### src/rtl/seg7_scan_driver.sv
// Time-multiplexed seven-segment scan driver with per-digit blink, decimal points and tear-free LOAD/PENDING updates.
// Define SEG7_LEADING_ZERO_BLANK_EN to blank leading zero digits when staged data is captured into the shadow.
module seg7_scan_driver #(
  parameter int DIGITS       = 4,
  parameter int SCAN_DIV     = 50000,
  parameter int BLINK_FRAMES = 64
) (
  input  logic                CLK,
  input  logic                RST_N,
  input  logic                LOAD,
  input  logic [5*DIGITS-1:0] SEG7DATA,
  input  logic [DIGITS-1:0]   SEG7BLINK,
  input  logic [DIGITS-1:0]   DP_IN,
  output logic                PENDING,
  output logic                FRAME_TICK,
  output logic [DIGITS-1:0]   AN,
  output logic [6:0]          SEG,
  output logic                DP
);

  localparam int PW = (SCAN_DIV > 1) ? $clog2(SCAN_DIV) : 1;
  localparam int IW = (DIGITS > 1) ? $clog2(DIGITS) : 1;
  localparam int FW = (BLINK_FRAMES > 1) ? $clog2(BLINK_FRAMES) : 1;
  localparam logic [4:0] CODE_BLANK = 5'h11;

  logic [PW-1:0] presc_reg, presc_next;
  logic [IW-1:0] idx_reg, idx_next;
  logic [FW-1:0] frame_cnt_reg, frame_cnt_next;
  logic          blink_phase_reg, blink_phase_next;
  logic          tick_reg;
  logic          terminal, frame_bnd;

  logic [4:0]        load_code [DIGITS];
  logic [4:0]        src_code [DIGITS];
  logic [4:0]        cap_code [DIGITS];
  logic [DIGITS-1:0] src_dp, src_blink;

  logic [4:0]        staging_code_reg [DIGITS];
  logic [DIGITS-1:0] staging_blink_reg, staging_dp_reg;
  logic [4:0]        shadow_code_reg [DIGITS];
  logic [DIGITS-1:0] shadow_blink_reg, shadow_dp_reg;
  logic              pending_reg;

  logic [DIGITS-1:0] an_reg;
  logic [6:0]        seg_reg;
  logic              dp_reg;
  logic              blank_now;

  function automatic logic [6:0] decode(input logic [4:0] code);
    logic [6:0] s;
    s = 7'h7F;
    if (!code[4]) begin
      case (code[3:0])
        4'h0: s = 7'b1000000;
        4'h1: s = 7'b1111001;
        4'h2: s = 7'b0100100;
        4'h3: s = 7'b0110000;
        4'h4: s = 7'b0011001;
        4'h5: s = 7'b0010010;
        4'h6: s = 7'b0000010;
        4'h7: s = 7'b1111000;
        4'h8: s = 7'b0000000;
        4'h9: s = 7'b0010000;
        4'hA: s = 7'b0001000;
        4'hB: s = 7'b0000011;
        4'hC: s = 7'b1000110;
        4'hD: s = 7'b0100001;
        4'hE: s = 7'b0000110;
        default: s = 7'b0001110;
      endcase
    end else if (code == 5'h10) begin
      s = 7'b0111111;
    end
    return s;
  endfunction

  assign terminal  = (presc_reg == PW'(SCAN_DIV - 1));
  assign frame_bnd = terminal && (idx_reg == IW'(DIGITS - 1));

  always_comb begin
    presc_next       = presc_reg + 1'b1;
    idx_next         = idx_reg;
    frame_cnt_next   = frame_cnt_reg;
    blink_phase_next = blink_phase_reg;
    if (terminal) begin
      presc_next = '0;
      idx_next   = idx_reg + 1'b1;
      if (frame_bnd) begin
        idx_next = '0;
        if (frame_cnt_reg == FW'(BLINK_FRAMES - 1)) begin
          frame_cnt_next   = '0;
          blink_phase_next = ~blink_phase_reg;
        end else begin
          frame_cnt_next = frame_cnt_reg + 1'b1;
        end
      end
    end
  end

  always_ff @(posedge CLK or negedge RST_N) begin
    if (!RST_N) begin
      presc_reg       <= '0;
      idx_reg         <= '0;
      frame_cnt_reg   <= '0;
      blink_phase_reg <= 1'b0;
      tick_reg        <= 1'b0;
    end else begin
      presc_reg       <= presc_next;
      idx_reg         <= idx_next;
      frame_cnt_reg   <= frame_cnt_next;
      blink_phase_reg <= blink_phase_next;
      tick_reg        <= frame_bnd;
    end
  end

  // A LOAD on the boundary cycle bypasses staging so it lands in this frame swap.
  generate
    for (genvar gi = 0; gi < DIGITS; gi++) begin : g_src
      assign load_code[gi] = SEG7DATA[5*gi +: 5];
      assign src_code[gi]  = LOAD ? load_code[gi] : staging_code_reg[gi];
    end
  endgenerate
  assign src_dp    = LOAD ? DP_IN : staging_dp_reg;
  assign src_blink = LOAD ? SEG7BLINK : staging_blink_reg;

`ifdef SEG7_LEADING_ZERO_BLANK_EN
  logic lzb_run;
  always_comb begin
    lzb_run = 1'b1;
    for (int i = 0; i < DIGITS; i++) cap_code[i] = src_code[i];
    for (int i = DIGITS - 1; i > 0; i--) begin
      if (lzb_run && (src_code[i] == 5'h00) && !src_dp[i]) cap_code[i] = CODE_BLANK;
      else lzb_run = 1'b0;
    end
  end
`else
  generate
    for (genvar gi = 0; gi < DIGITS; gi++) begin : g_cap
      assign cap_code[gi] = src_code[gi];
    end
  endgenerate
`endif

  always_ff @(posedge CLK or negedge RST_N) begin
    if (!RST_N) begin
      for (int i = 0; i < DIGITS; i++) begin
        staging_code_reg[i] <= CODE_BLANK;
        shadow_code_reg[i]  <= CODE_BLANK;
      end
      staging_blink_reg <= '0;
      staging_dp_reg    <= '0;
      shadow_blink_reg  <= '0;
      shadow_dp_reg     <= '0;
      pending_reg       <= 1'b0;
    end else begin
      if (LOAD) begin
        for (int i = 0; i < DIGITS; i++) staging_code_reg[i] <= load_code[i];
        staging_blink_reg <= SEG7BLINK;
        staging_dp_reg    <= DP_IN;
      end
      if (frame_bnd) begin
        for (int i = 0; i < DIGITS; i++) shadow_code_reg[i] <= cap_code[i];
        shadow_blink_reg <= src_blink;
        shadow_dp_reg    <= src_dp;
        pending_reg      <= 1'b0;
      end else if (LOAD) begin
        pending_reg <= 1'b1;
      end
    end
  end

  assign blank_now = blink_phase_reg && shadow_blink_reg[idx_reg];

  always_ff @(posedge CLK or negedge RST_N) begin
    if (!RST_N) begin
      an_reg  <= '1;
      seg_reg <= 7'h7F;
      dp_reg  <= 1'b1;
    end else begin
      an_reg  <= ~(DIGITS'(1) << idx_reg);
      seg_reg <= blank_now ? 7'h7F : decode(shadow_code_reg[idx_reg]);
      dp_reg  <= blank_now ? 1'b1 : ~shadow_dp_reg[idx_reg];
    end
  end

  assign AN         = an_reg;
  assign SEG        = seg_reg;
  assign DP         = dp_reg;
  assign PENDING    = pending_reg;
  assign FRAME_TICK = tick_reg;

endmodule

### config.mk
export PLATFORM = sky130hd
export DESIGN_NAME = seg7_scan_driver
export DESIGN_NICKNAME = d
export VERILOG_FILES = /design/src/rtl/seg7_scan_driver.sv
export SDC_FILE = /design/constraint.sdc
export NUM_CORES = 1
export LEC_CHECK = 0
export ABC_AREA = 1
export CORE_MARGIN = 5
export CORE_UTILIZATION = 55
export DETAILED_ROUTE_END_ITERATION = 7
export PLACE_DENSITY = 0.77
export SETUP_SLACK_MARGIN = 0.2
export SLEW_MARGIN = 5
export SYNTH_ARGS = -nofsm -noshare
export SYNTH_HDL_FRONTEND = slang
export SYNTH_SLANG_ARGS = --single-unit
### constraint.sdc
create_clock -name CLK -period 4.5 [get_ports CLK]
set_input_delay 0.9 -clock CLK [delete_from_list [all_inputs] [get_ports CLK]]
set_output_delay 0.9 -clock CLK [all_outputs]
set_load 0.1 [all_outputs]
==> impl_metrics.csv, run 1 <==
group,metric,value,unit
critical_path,path_cells,"clkdlybuf4s50_1",
cells_and_area,final_common_cell,"nand2_1",
cells_and_area,fin_util,65.8,%
logic_synthesis,yosysSeqAreaShare,54.1,%
clock_network,post-cts-setup-buffers,0,
critical_path,reg2reg_depth,11,
power,powerDensity,299,nW/um^2
cells_and_area,drive_gt1_share,16.2,%
floorplan,ios,45,
floorplan,core_area,7810,um^2
critical_path,r2r_slack,1.89,ns
sta,timing.hold.ws,0.471,ns
sta,maxSlewHeadroom,33.6,%
clock_network,root_buffer,"clkbuf_8",
clock_network,postCtsHoldBufs,0,
place,port_buffers,44,
cells_and_area,num-nets-final,568,
routing,num_vias,3265,
clock_network,clock_sinks,95,
cells_and_area,final_cell_mix,"140 x nand2_1, 67 x dfrtp_1, 57 x inv_1",
floorplan,die-area,10000,um^2
power,peakVddDrop,0.241,mV
clock_network,cts_buffers,9,
routing,route.detailed.drc,0,
critical_path,critPathMaxStageDelay,1.13,ns
clock_network,h-tree-depth,3,
clock_network,clk_pin_slew_worst_paths,0.09,ns
flow_run,maxCapViolations,0,
place,dp_hpwl,5.79,mm
critical_path,crit_buf_inv,1,
critical_path,crit_fanout,1,
global_route,grt_pass1_wl,14.8,mm
global_route,grt_pass1_vias,3191,
sta,tightestPinTransition,0.994,ns
clock_network,cts_tree,"built",
critical_path,crit_family,"buffers and inverters",
power,total_power,1.54,mW
global_route,grt_antenna_before_repair,0,
critical_path,endpoint_kind,"output port",
floorplan,initial_core_util,57.1,%
clock_network,post_cts_resized,0,
logic_synthesis,syn_nets,525,
logic_synthesis,syn_area_per_cell,9.25,um^2
global_route,grt_max_degree,80,
floorplan,die_w,100,um
logic_synthesis,netlist_area,4460,um^2
min_path,whs_path_depth,1,
global_route,grt-ovfl-total,0,
routing,routed_wl,8.44,mm
sta,finalCritPeriodShare,65.0,%
sta,fmax,342,MHz
sta,setup_viol,0,
critical_path,crit_path_top_delay_cell,"clkdlybuf4s50_1",
power,p_leak,2.37,nW
clock_network,cts_buffer_depth,2,
critical_path,cp.depth,1,
sta,rsz0062_at_grt,"no",
cells_and_area,fillers,639,
sta,setup_ws,1.57,ns
place,place.gp.congestion,0.900,
routing,viasPerCell,5.17,
sta,fin_skew,0.0137,ns
sta,maxSlewViolCount,0,
global_route,grtUsageTotal,18.5,%
place,placed_cell_area,4940,um^2
cells_and_area,final_cells,632,
cells_and_area,antenna_cells,0,
min_path,hold_class,"register to register",
place,place_ws,1.95,ns
logic_synthesis,yosysUniqueCellTypes,30,
routing,avgRoutedWirePerCell,13.4,um
critical_path,required,3.60,ns
routing,dr.pass1.iters,5,
logic_synthesis,ys_ff_latch,95,
logic_synthesis,synthCells,482,
routing,drt_iter0_markers,163,
sta,tns,0,ns
clock_network,worstSkewPairLatency,0.36,ns
floorplan,fp.dieH,100,um
run_status,status,"finished, final reports clean",
sta,hold_viol,0,
cells_and_area,final_area,5130,um^2
sta,min_period,2.93,ns
place,dp_cells,616,
cells_and_area,areaGrowthSynthToFinish,15.1,%
critical_path,arrival,2.03,ns
logic_synthesis,yosysWarnings,0,
critical_path,critPathKind,"register to output port",
routing,postRouteAntennaNets,0,
critical_path,start_kind,"register",
floorplan,fp-row-count,32,
[synthesized netlist by cell type]
| library cell | count | area [um^2] |
|---|---|---|
| nand3_1 | 35 | 175 |
| o211ai_1 | 4 | 30.0 |
| o21ai_0 | 20 | 100 |
| a211oi_1 | 1 | 7.51 |
| buf_2 | 4 | 20.0 |
| a21oi_1 | 7 | 35.0 |
| nor2_1 | 24 | 90.1 |
| o21ai_1 | 4 | 20.0 |
| nor3_1 | 8 | 40.0 |
| mux2_2 | 28 | 315 |
| nand4_1 | 5 | 31.3 |
| and2_1 | 1 | 6.26 |
| buf_4 | 4 | 30.0 |
| clkbuf_1 | 2 | 7.51 |
| o21ai_2 | 2 | 17.5 |
| inv_2 | 2 | 7.51 |
| nor2_2 | 1 | 6.26 |
| ha_1 | 12 | 150 |
| nor2_4 | 2 | 22.5 |
| nand3b_1 | 2 | 15.0 |
| inv_1 | 57 | 214 |
| dfrtp_1 | 67 | 1680 |
| dfstp_2 | 28 | 736 |
| nand2_1 | 140 | 526 |
| xnor2_1 | 1 | 8.76 |
| buf_6 | 4 | 45.0 |
| nand2_2 | 5 | 31.3 |
| xor2_1 | 9 | 78.8 |
| clkinv_1 | 1 | 3.75 |
| o22ai_1 | 2 | 12.5 |
[report_power, final]
part	switching [mW]	internal [mW]
logic	0.0381	0.0460
registers	0.00578	0.884
clock network	0.301	0.261
total	0.345	1.19
[kinds of logic (layout without fill, tap and decap cells)]
group | count (synthesis) | count (layout) | synth area share, %
simple gates | 223 | 223 | 21.2
flops | 95 | 95 | 54.1
mux | 28 | 28 | 7.07
xor+xnor | 10 | 10 | 1.96
buf+inv | 74 | 122 | 7.35
fa+ha+maj | 12 | 12 | 3.37
compound gates | 40 | 40 | 4.99
[area by class of cell]
cell class                 count  area (um^2)  area share [%]
sequential                    95         2410            47.0
tap                          102          128            2.49
inverter                      60          225            4.39
multi-input combinational    313         1720            33.5
timing repair buffer          46          453            8.82
clock inverter                 6         68.8            1.34
clock buffer                  10          128            2.49
[per-layer routing]
metal | vias up | wire length, um | global-route usage (%)
li1 | 1615 | - | -
met5 | - | 0 | 0
met1 | 1553 | 4090 | 26.5
met4 | 0 | 119 | 6.53
met2 | 87 | 3830 | 28.1
met3 | 10 | 401 | 3.68
[final timing paths]
| check | startpoint | to |
|---|---|---|
| max | SEG[6] | SEG[6] |
| min | presc_reg[0] | presc_reg[0] |
| max reg2reg | idx_reg[0] | SEG[6] |
| min reg2reg | presc_reg[0] | presc_reg[0] |
| max in group asynchronous | RST_N | SEG[6] |
| min in group asynchronous | RST_N | presc_reg[5] |
Note: power is estimated with default switching activity, not from simulation.
==> run 2: changes to the inputs <==
==> constraint.sdc (replaced) <==
create_clock -name CLK -period 3.07 [get_ports CLK]
set_input_delay 0.614 -clock CLK [delete_from_list [all_inputs] [get_ports CLK]]
set_output_delay 0.614 -clock CLK [all_outputs]
set_load 0.1 [all_outputs]
==> run 2 against run 1 <==
  * Clock power increased by 54%
  * Sequential power increased by 46%
  * Clock skew decreased by 0.0011 ns
  * Critical path type is now register to register
==> impl_metrics.csv, run 2 (synthesis results as in run 1) <==
group,metric,value,unit
sta,fmax,436,MHz
critical_path,r2r_slack,0.77,ns
clock_network,h-tree-depth,3,
power,powerDensity,446,nW/um^2
floorplan,core_area,7810,um^2
critical_path,endpoint_kind,"register",
cells_and_area,final_cell_mix,"140 x nand2_1, 67 x dfrtp_1, 57 x inv_1",
floorplan,die-area,10000,um^2
global_route,grt-ovfl-total,0,
global_route,grt_max_degree,41,
power,p_leak,2.41,nW
routing,dr.pass1.iters,4,
global_route,grt_antenna_before_repair,0,
cells_and_area,final_area,5150,um^2
clock_network,worstSkewPairLatency,0.37,ns
clock_network,cts_tree,"built",
sta,timing.hold.ws,0.140,ns
cells_and_area,antenna_cells,0,
floorplan,initial_core_util,57.1,%
run_status,status,"finished, final reports clean",
floorplan,fp.dieH,100,um
sta,setup_ws,0.774,ns
cells_and_area,drive_gt1_share,19.4,%
clock_network,root_buffer,"clkbuf_8",
place,place.gp.congestion,0.908,
sta,fin_skew,0.0126,ns
sta,min_period,2.30,ns
place,placed_cell_area,4940,um^2
sta,maxSlewViolCount,0,
critical_path,critPathKind,"register to register",
floorplan,die_w,100,um
place,dp_cells,618,
routing,avgRoutedWirePerCell,13.5,um
floorplan,ios,45,
routing,viasPerCell,5.13,
sta,finalCritPeriodShare,74.8,%
power,peakVddDrop,0.301,mV
flow_run,maxCapViolations,0,
clock_network,cts_buffer_depth,2,
global_route,grtUsageTotal,18.9,%
sta,tns,0,ns
critical_path,required,3.38,ns
place,port_buffers,44,
routing,drt_iter0_markers,170,
clock_network,clk_pin_slew_worst_paths,0.10,ns
routing,num_vias,3253,
global_route,grt_pass1_vias,3334,
sta,maxSlewHeadroom,59.1,%
critical_path,reg2reg_from,"idx_reg[0]",
cells_and_area,fillers,649,
sta,tightestPinTransition,0.609,ns
clock_network,post_cts_resized,0,
sta,rsz0062_at_grt,"no",
cells_and_area,final_common_cell,"nand2_1",
clock_network,post-cts-setup-buffers,0,
sta,hold_viol,0,
cells_and_area,areaGrowthSynthToFinish,15.6,%
routing,postRouteAntennaNets,0,
place,place_ws,0.800,ns
place,dp_hpwl,6.21,mm
floorplan,fp-row-count,32,
routing,route.detailed.drc,0,
critical_path,crit_fanout,21,
critical_path,worstSetupStartpoint,"idx_reg[0]",
routing,routed_wl,8.55,mm
global_route,grt_pass1_wl,15.2,mm
clock_network,clock_sinks,95,
critical_path,arrival,2.60,ns
sta,setup_viol,0,
clock_network,postCtsHoldBufs,0,
critical_path,start_kind,"register",
min_path,hold_class,"input pin to asynchronous set/reset pin",
cells_and_area,final_cells,634,
cells_and_area,num-nets-final,570,
clock_network,cts_buffers,9,
-- run 2: cell types whose count changed in the layout (fill, tap and decap cells not counted), sizes merged --
cell           previous run  this run
clkbuf                   10         9
clkinv                    3         4
clkinvlp                  1         0
clkdlybuf4s50            43        29
inv                      61        62
buf                       3        19
-- run 2: final cells by class --
type	instances	area, um^2	share of cell area, %
clock buffers	9	124	2.40
inverters	60	225	4.37
repair buffers	48	458	8.89
clock inverters	7	87.6	1.70
multi-input cells	313	1720	33.4
flip-flops and latches	95	2410	46.8
well taps	102	128	2.48
-- run 2: power breakdown --
part           internal (mW)  leakage [nW]  switching (mW)
combinational         0.0701          1.24          0.0558
sequential              1.30          1.06         0.00909
clock                  0.395         0.108           0.472
total                   1.76          2.41           0.536
-- run 2: through the flow --
step | util [%] | power [mW]
detailed placement | 63.3 | 1.46
CTS | 66.0 | 2.32
global route | 66.0 | 2.39
floorplan | - | 1.38
global placement | 63.3 | 1.45
finish | 66.0 | 2.30
-- run 2: critical path, cell delays in order (launching register included) --
cell and delay, ns:
dfrtp_1 0.72, inv_1 0.35, nand2_1 0.13, nand3_1 0.07, nand2_1 0.19, inv_1 0.11
ha_1 0.20, nand3b_1 0.19, nand3_1 0.11, nand2_1 0.05, nand2_1 0.05, nand2_1 0.04
-- run 2: worst paths after layout --
check / to / cells past startpoint
min in group CLK: presc_reg[0] / 1
worst max-delay path: SEG[6] / 11
max in group asynchronous: SEG[4] / 2
worst max register to register: SEG[6] / 11
worst min-delay path: presc_reg[13] / 1
worst min register to register: presc_reg[0] / 1
-- run 2: metal layers --
metal  share of wire [%]  track usage, %
met5                   0               0
met4                 1.9            8.19
met3                 4.4            2.99
met2                  45            29.0
met1                  49            26.6
